===== config.mk =====
export PLATFORM = sky130hd
export DESIGN_NAME = ram_loader_flat
export DESIGN_NICKNAME = d
export VERILOG_FILES = /design/src/rtl/ram_loader_if.sv /design/src/rtl/ram_loader.sv /design/src/flat_wrapper.sv
export SDC_FILE = /design/constraint.sdc
export NUM_CORES = 1
export LEC_CHECK = 0
export CELL_PAD_IN_SITES_DETAIL_PLACEMENT = 0
export CELL_PAD_IN_SITES_GLOBAL_PLACEMENT = 1
export CORE_UTILIZATION = 39
export CTS_BUF_LIST = sky130_fd_sc_hd__clkbuf_4 sky130_fd_sc_hd__clkbuf_8
export CTS_CLUSTER_DIAMETER = 60
export DETAILED_ROUTE_END_ITERATION = 10
export PLACE_DENSITY = 0.78
export SETUP_SLACK_MARGIN = 0.05
export SLEW_MARGIN = 10
export SYNTH_ARGS = -nofsm -noshare
export SYNTH_HDL_FRONTEND = slang
export SYNTH_SLANG_ARGS = --single-unit

===== constraint.sdc =====
create_clock -name clk -period 2.5 [get_ports clk]
set_input_delay 0.375 -clock clk [delete_from_list [all_inputs] [get_ports clk]]
set_output_delay 0.375 -clock clk [all_outputs]
set_load 0.1 [all_outputs]

===== src/rtl/ram_loader_if.sv =====
// Byte-stream input and RAM byte-strobe write port of the boot loader.
interface ram_loader_if;
  logic [7:0]  in_data;
  logic        in_valid;
  logic        in_ready;
  logic [3:0]  ram_w;
  logic [31:0] ram_addr;
  logic [31:0] ram_in;

  modport master (output in_data, in_valid, input in_ready, ram_w, ram_addr, ram_in);
  modport slave  (input in_data, in_valid, output in_ready, ram_w, ram_addr, ram_in);
endinterface


===== src/rtl/ram_loader.sv =====
// Boot loader: little-endian word count + data bytes -> RAM words, then releases the CPU.
// Define RAM_LOADER_CHECKSUM_EN to require a trailing mod-256 byte checksum before DONE.
//
// state   | meaning
// S_HDR   | collecting the 4 word-count bytes
// S_DATA  | assembling the 4 bytes of the next word
// S_WRITE | single-cycle RAM write of the assembled word
// S_CHK   | waiting for the checksum byte (checksum build only)
// S_DONE  | image loaded, CPU released, input discarded
// S_ERROR | protocol error, CPU held in reset, input discarded
module ram_loader #(
  parameter logic [31:0] BASE_ADDR = 32'h0000_0000,
  parameter int unsigned MAX_WORDS = 32
) (
  input  logic       clk,
  input  logic       rst_n,
  ram_loader_if.slave bus,
  output logic       busy,
  output logic       done,
  output logic       err,
  output logic       cpu_rst_n
);
  localparam logic [2:0] S_HDR   = 3'd0;
  localparam logic [2:0] S_DATA  = 3'd1;
  localparam logic [2:0] S_WRITE = 3'd2;
  localparam logic [2:0] S_DONE  = 3'd3;
  localparam logic [2:0] S_ERROR = 3'd4;
`ifdef RAM_LOADER_CHECKSUM_EN
  localparam logic [2:0] S_CHK   = 3'd5;
  localparam logic [2:0] S_END   = S_CHK;
`else
  localparam logic [2:0] S_END   = S_DONE;
`endif

  logic [2:0]  state;
  logic [1:0]  byte_cnt;
  logic [31:0] word_cnt;
  logic [31:0] idx;
  logic [31:0] asm_word;
  logic        xfer;
  logic [31:0] hdr_full;
`ifdef RAM_LOADER_CHECKSUM_EN
  logic [7:0]  sum;
`endif

  assign xfer     = bus.in_valid && bus.in_ready;
  // Full count as it will be once the current (4th) byte lands.
  assign hdr_full = {bus.in_data, word_cnt[23:0]};

  assign bus.in_ready = (state != S_WRITE);
  assign bus.ram_w    = (state == S_WRITE) ? 4'hF : 4'h0;
  assign bus.ram_in   = (state == S_WRITE) ? asm_word : 32'h0;
  assign bus.ram_addr = BASE_ADDR + (idx << 2);

  assign done = (state == S_DONE);
  assign err  = (state == S_ERROR);
`ifdef RAM_LOADER_CHECKSUM_EN
  assign busy = (state == S_DATA) || (state == S_WRITE) || (state == S_CHK) ||
                ((state == S_HDR) && (byte_cnt != 2'd0));
`else
  assign busy = (state == S_DATA) || (state == S_WRITE) ||
                ((state == S_HDR) && (byte_cnt != 2'd0));
`endif

  always_ff @(posedge clk or negedge rst_n) begin
    if (!rst_n) begin
      state     <= S_HDR;
      byte_cnt  <= 2'd0;
      word_cnt  <= 32'h0;
      idx       <= 32'h0;
      asm_word  <= 32'h0;
      cpu_rst_n <= 1'b0;
`ifdef RAM_LOADER_CHECKSUM_EN
      sum       <= 8'h00;
`endif
    end else begin
      cpu_rst_n <= (state == S_DONE);
      case (state)
        S_HDR: if (xfer) begin
          word_cnt[{byte_cnt, 3'b000} +: 8] <= bus.in_data;
          byte_cnt <= byte_cnt + 2'd1;
          if (byte_cnt == 2'd3) begin
            if (hdr_full == 32'h0)            state <= S_END;
            else if (hdr_full > MAX_WORDS)    state <= S_ERROR;
            else                              state <= S_DATA;
          end
        end
        S_DATA: if (xfer) begin
          asm_word[{byte_cnt, 3'b000} +: 8] <= bus.in_data;
          byte_cnt <= byte_cnt + 2'd1;
`ifdef RAM_LOADER_CHECKSUM_EN
          sum <= sum + bus.in_data;
`endif
          if (byte_cnt == 2'd3) state <= S_WRITE;
        end
        S_WRITE: begin
          idx <= idx + 32'd1;
          state <= (idx + 32'd1 == word_cnt) ? S_END : S_DATA;
        end
`ifdef RAM_LOADER_CHECKSUM_EN
        S_CHK: if (xfer) state <= (bus.in_data == sum) ? S_DONE : S_ERROR;
`endif
        S_DONE:  state <= S_DONE;
        S_ERROR: state <= S_ERROR;
        default: state <= S_ERROR;
      endcase
    end
  end
endmodule


===== src/flat_wrapper.sv =====
// flat-port wrapper written by rule: the top's interface ports become plain ports
module ram_loader_flat 
#(
  parameter logic [31:0] BASE_ADDR = 32'h0000_0000,
  parameter int unsigned MAX_WORDS = 32
)
  (clk, rst_n, busy, done, err, cpu_rst_n, bus_in_data, bus_in_valid, bus_in_ready, bus_ram_w, bus_ram_addr, bus_ram_in);
  ram_loader_if bus_i ();
  input  logic clk;
  input  logic rst_n;
  output logic busy;
  output logic done;
  output logic err;
  output logic cpu_rst_n;
  input wire logic [$bits(bus_i.in_data)-1:0] bus_in_data;
  input wire logic [$bits(bus_i.in_valid)-1:0] bus_in_valid;
  output wire logic [$bits(bus_i.in_ready)-1:0] bus_in_ready;
  output wire logic [$bits(bus_i.ram_w)-1:0] bus_ram_w;
  output wire logic [$bits(bus_i.ram_addr)-1:0] bus_ram_addr;
  output wire logic [$bits(bus_i.ram_in)-1:0] bus_ram_in;
  assign bus_i.in_data = bus_in_data;
  assign bus_i.in_valid = bus_in_valid;
  assign bus_in_ready = bus_i.in_ready;
  assign bus_ram_w = bus_i.ram_w;
  assign bus_ram_addr = bus_i.ram_addr;
  assign bus_ram_in = bus_i.ram_in;
  ram_loader #(.BASE_ADDR(BASE_ADDR), .MAX_WORDS(MAX_WORDS)) u_core (.clk(clk), .rst_n(rst_n), .bus(bus_i), .busy(busy), .done(done), .err(err), .cpu_rst_n(cpu_rst_n));
endmodule

==> impl_metrics.toml <==
[floorplanning]
num_rows = 44
core_area_sq_mm = 0.01470
die-height_microns = 125.6
floorplan.initialDensity_pct = 40.53
fp.dieArea_sq_mm = 0.01578
die_w_microns = 125.6
ios = 84

[cells_and_area]
post-route-cell-area_sq_mm = 0.007533
sequential_cell_area_sq_mm = 0.002555
antennaDiodeCount = 0
post_route_cells_drive_above_1_share_pct = 25.10
fin_nets = 766
layout_overhead_on_the_synthesized_area_pct = 26.44
n_fill_cell = 1369
multiInputGateArea_sq_mm = 0.003043

[synthesis]
ys_warn_count = 0
synth-edff-count = 0
synthDominantCellAreaShare_pct = 42.84
async_set_reset_flop_share_out_of_synthesis_pct = 100.0
synth.largest_area_cell = "sky130_fd_sc_hd__dfrtp_1"
synthCells = 677
synth_seq_cells = 102
synth_ff_type = "sky130_fd_sc_hd__dfrtp_1"
netlist_area_sq_mm = 0.005958
yosys.cell_types.count = 62
ranking_of_synthesized_cells_by_area = "sky130_fd_sc_hd__dfrtp_1 (43%), sky130_fd_sc_hd__nand2_1 (8.9%), sky130_fd_sc_hd__xnor2_1 (6.3%), sky130_fd_sc_hd__o21ai_0 (5.9%), sky130_fd_sc_hd__buf_4 (4.4%)"
avgSynthCellArea_sq_um = 8.801
synth-seq-area-share_pct = 42.84

[drt]
detailedRoute.firstPassIterationCount = 8
highest_metal_layer_with_signal_wires = "met4"
wl_microns = 16330
via_count = 5029
drt_drc_violations_left = 4
ant_nets = 0
wl_met3_microns = 895
m1WireLength_microns = 7534
met2_length_microns = 7581
post_drt_via_cell_ratio = 5.367
drt_iter0_markers = 389
wl_per_cell_microns = 17.42

[timing]
share_of_the_cycle_needed_by_the_critical_path_after_routing_pct = 93.09
number_of_failing_hold_endpoints_at_the_final_stage = 0
setup_viol = 0
period_needed_ns = 2.327
rsz0062_at_grt = "yes"
setup_tns_final_ns = 0
max_slew_margin_pct = 64.48
slack_of_the_critical_path_ns = 0.1727
worst_pin_slew_ns = 0.5327
clock.fmax_mhz = 429.7
timing_max_transition_violations_final = 0
worst_hold_slack_ns = 0.3001
finClkSkew_ns = 0.01384

[clocking]
clockBufferDepth = 2
cts_sinks = 102
tritoncts = "done"
cts_buffers = 9
h_tree_depth_reported_by_cts = 3
post_cts.repair.setup_buffers = 0
clk_transition_reported_paths_ns = 0.11
clk_root_buffer_cell = "sky130_fd_sc_hd__clkbuf_8"
worst_skew_pair.late_latency_ns = 0.39

[global_route]
gr-total-overflow = 0
grt_use_total_pct = 21.78
largest_net_degree_at_the_start_of_global_routing = 100
first_global_vias = 4998
antenna_found_initial = 0
grt_first_pass_wirelength_microns = 26820

[setup_path]
cp.arrival_ns = 2.66
worst-path-max-fanout = 5
critPathCaptureType = "register"
worstRegToRegCells = 8
criticalPathCategory = "reg2reg"
critical_path_launch_point_type = "register"
worst_ep_required_time_ns = 2.83

[pwr]
power_density_mw_per_mm2 = 366.0
p_leak_nw = 3.336
vdd_ir_drop_max_mv = 0.2962

[place]
placedInstanceArea_sq_mm = 0.007321
portBuffers = 81
dp_slack_ns = 0.1137
place.detailed.hpwl_microns = 12380
globalplace.congestion = 0.9341

[job]
drv.max_cap_violation_count = 0

[hold_path]
worst_hold_path_type = "in2async"

[outcome]
violated_checks = "DRC"
outcome = "complete, but fails checks"
-- path summary, 6_finish.rpt --
check / start / slack, ns / end
worst max-delay path: u_core.idx[1] / 0.17 / u_core.state[1]
worst min-delay path: rst_n / 0.30 / u_core.asm_word[21]
worst max register to register: u_core.idx[1] / 0.17 / u_core.state[1]
worst min register to register: u_core.asm_word[3] / 0.48 / u_core.asm_word[3]
max in group asynchronous: rst_n / 1.47 / u_core.idx[3]
min in group clk: u_core.asm_word[3] / 0.48 / u_core.asm_word[3]
-- timing repair --
item / CTS / global route
endpoints found under the setup margin: 0 / 33
gates resized for setup: 0 / 9
endpoints found under the hold margin: 3 / 0
hold buffers: 1 / 0
-- through the flow --
stage	util [%]	std cells	power (mW)
finish	51.25	937	2.757
global route	51.25	937	2.866
CTS	51.12	937	2.794
detailed placement	49.80	920	1.780
global placement	49.80	920	1.779
floorplan	-	678	1.704
-- cell usage after synthesis (all sizes together) (2+ instances only) --
library cell,instances
nand2,141
dfrtp,102
o21ai,70
buf,47
xnor2,43
and2,33
nor2,30
xor2,25
clkbuf,21
nand4,21
nand3,17
nor4,17
nor3,15
inv,10
and4,8
ha,7
a31oi,6
a21oi,5
and3,5
nor3b,5
or4,5
a2111oi,4
nand2b,3
nand3b,3
o2111ai,3
o21a,3
a21boi,2
nor2b,2
nor4b,2
o22ai,2
or3,2
-- sequential cells by signal (all words and copies together), names as in the netlist --
name,cells
u_core.cpu_rst_n,1
u_core.state,3
u_core.byte_cnt,2
u_core.asm_word,32
u_core.word_cnt,32
u_core.idx,32
-- placed cells by master (no fill, tap or decap), drive strengths merged, types with 2 or more instances in the layout --
master and count:
a2111oi 4, a21boi 2, a21oi 5, a31oi 6, and2 33, and3 5
and4 8, buf 117, clkbuf 11, clkdlybuf4s50 9, clkinv 4, conb 2
dfrtp 102, ha 7, inv 10, nand2 141, nand2b 3, nand3 17
nand3b 3, nand4 21, nor2 30, nor2b 2, nor3 15, nor3b 5
nor4 17, nor4b 2, o2111ai 3, o21a 3, o21ai 70, o22ai 2
or3 2, or4 5, xnor2 43, xor2 25
-- kinds of logic (layout without fill, tap and decap cells) --
logic type	after synthesis	count (layout)	synth area share, %
compound gates	108	108	10.77
xor+xnor	68	68	9.996
fa+ha+maj	7	7	1.470
buf+inv	78	153	7.665
flops	102	102	42.84
mux	2	2	0.3570
other cells	1	2	0.06294
simple gates	311	311	26.84
-- per-layer routing --
metal | up-vias | global-route usage (%)
li1 | 2439 | -
met1 | 2418 | 30.16
met2 | 146 | 34.74
met3 | 26 | 4.407
met4 | 0 | 5.524
met5 | - | 0
-- final cells by class --
cell class	instances	area share [%]
Multi-Input combinational cell	498	40.39
Sequential cell	102	33.91
Timing Repair Buffer	127	19.63
Tap cell	184	3.056
Clock buffer	11	1.844
Clock inverter	5	0.5979
Inverter	10	0.5647
-- power breakdown --
part           leakage, nW  internal [mW]  switching, mW
clock               0.0925          0.397          0.613
combinational         1.84         0.0289         0.0693
sequential            1.41           1.65              0
-- critical path: stages (launching register included) --
cell	delay, ns
sky130_fd_sc_hd__dfrtp_1	0.37
sky130_fd_sc_hd__ha_2	0.23
sky130_fd_sc_hd__nand3_2	0.13
sky130_fd_sc_hd__or4_4	0.60
sky130_fd_sc_hd__a2111oi_2	0.34
sky130_fd_sc_hd__o211ai_1	0.13
sky130_fd_sc_hd__a32oi_1	0.25
sky130_fd_sc_hd__nand4_1	0.13
sky130_fd_sc_hd__nand2_1	0.09
Power figures use the tool's default switching activity.
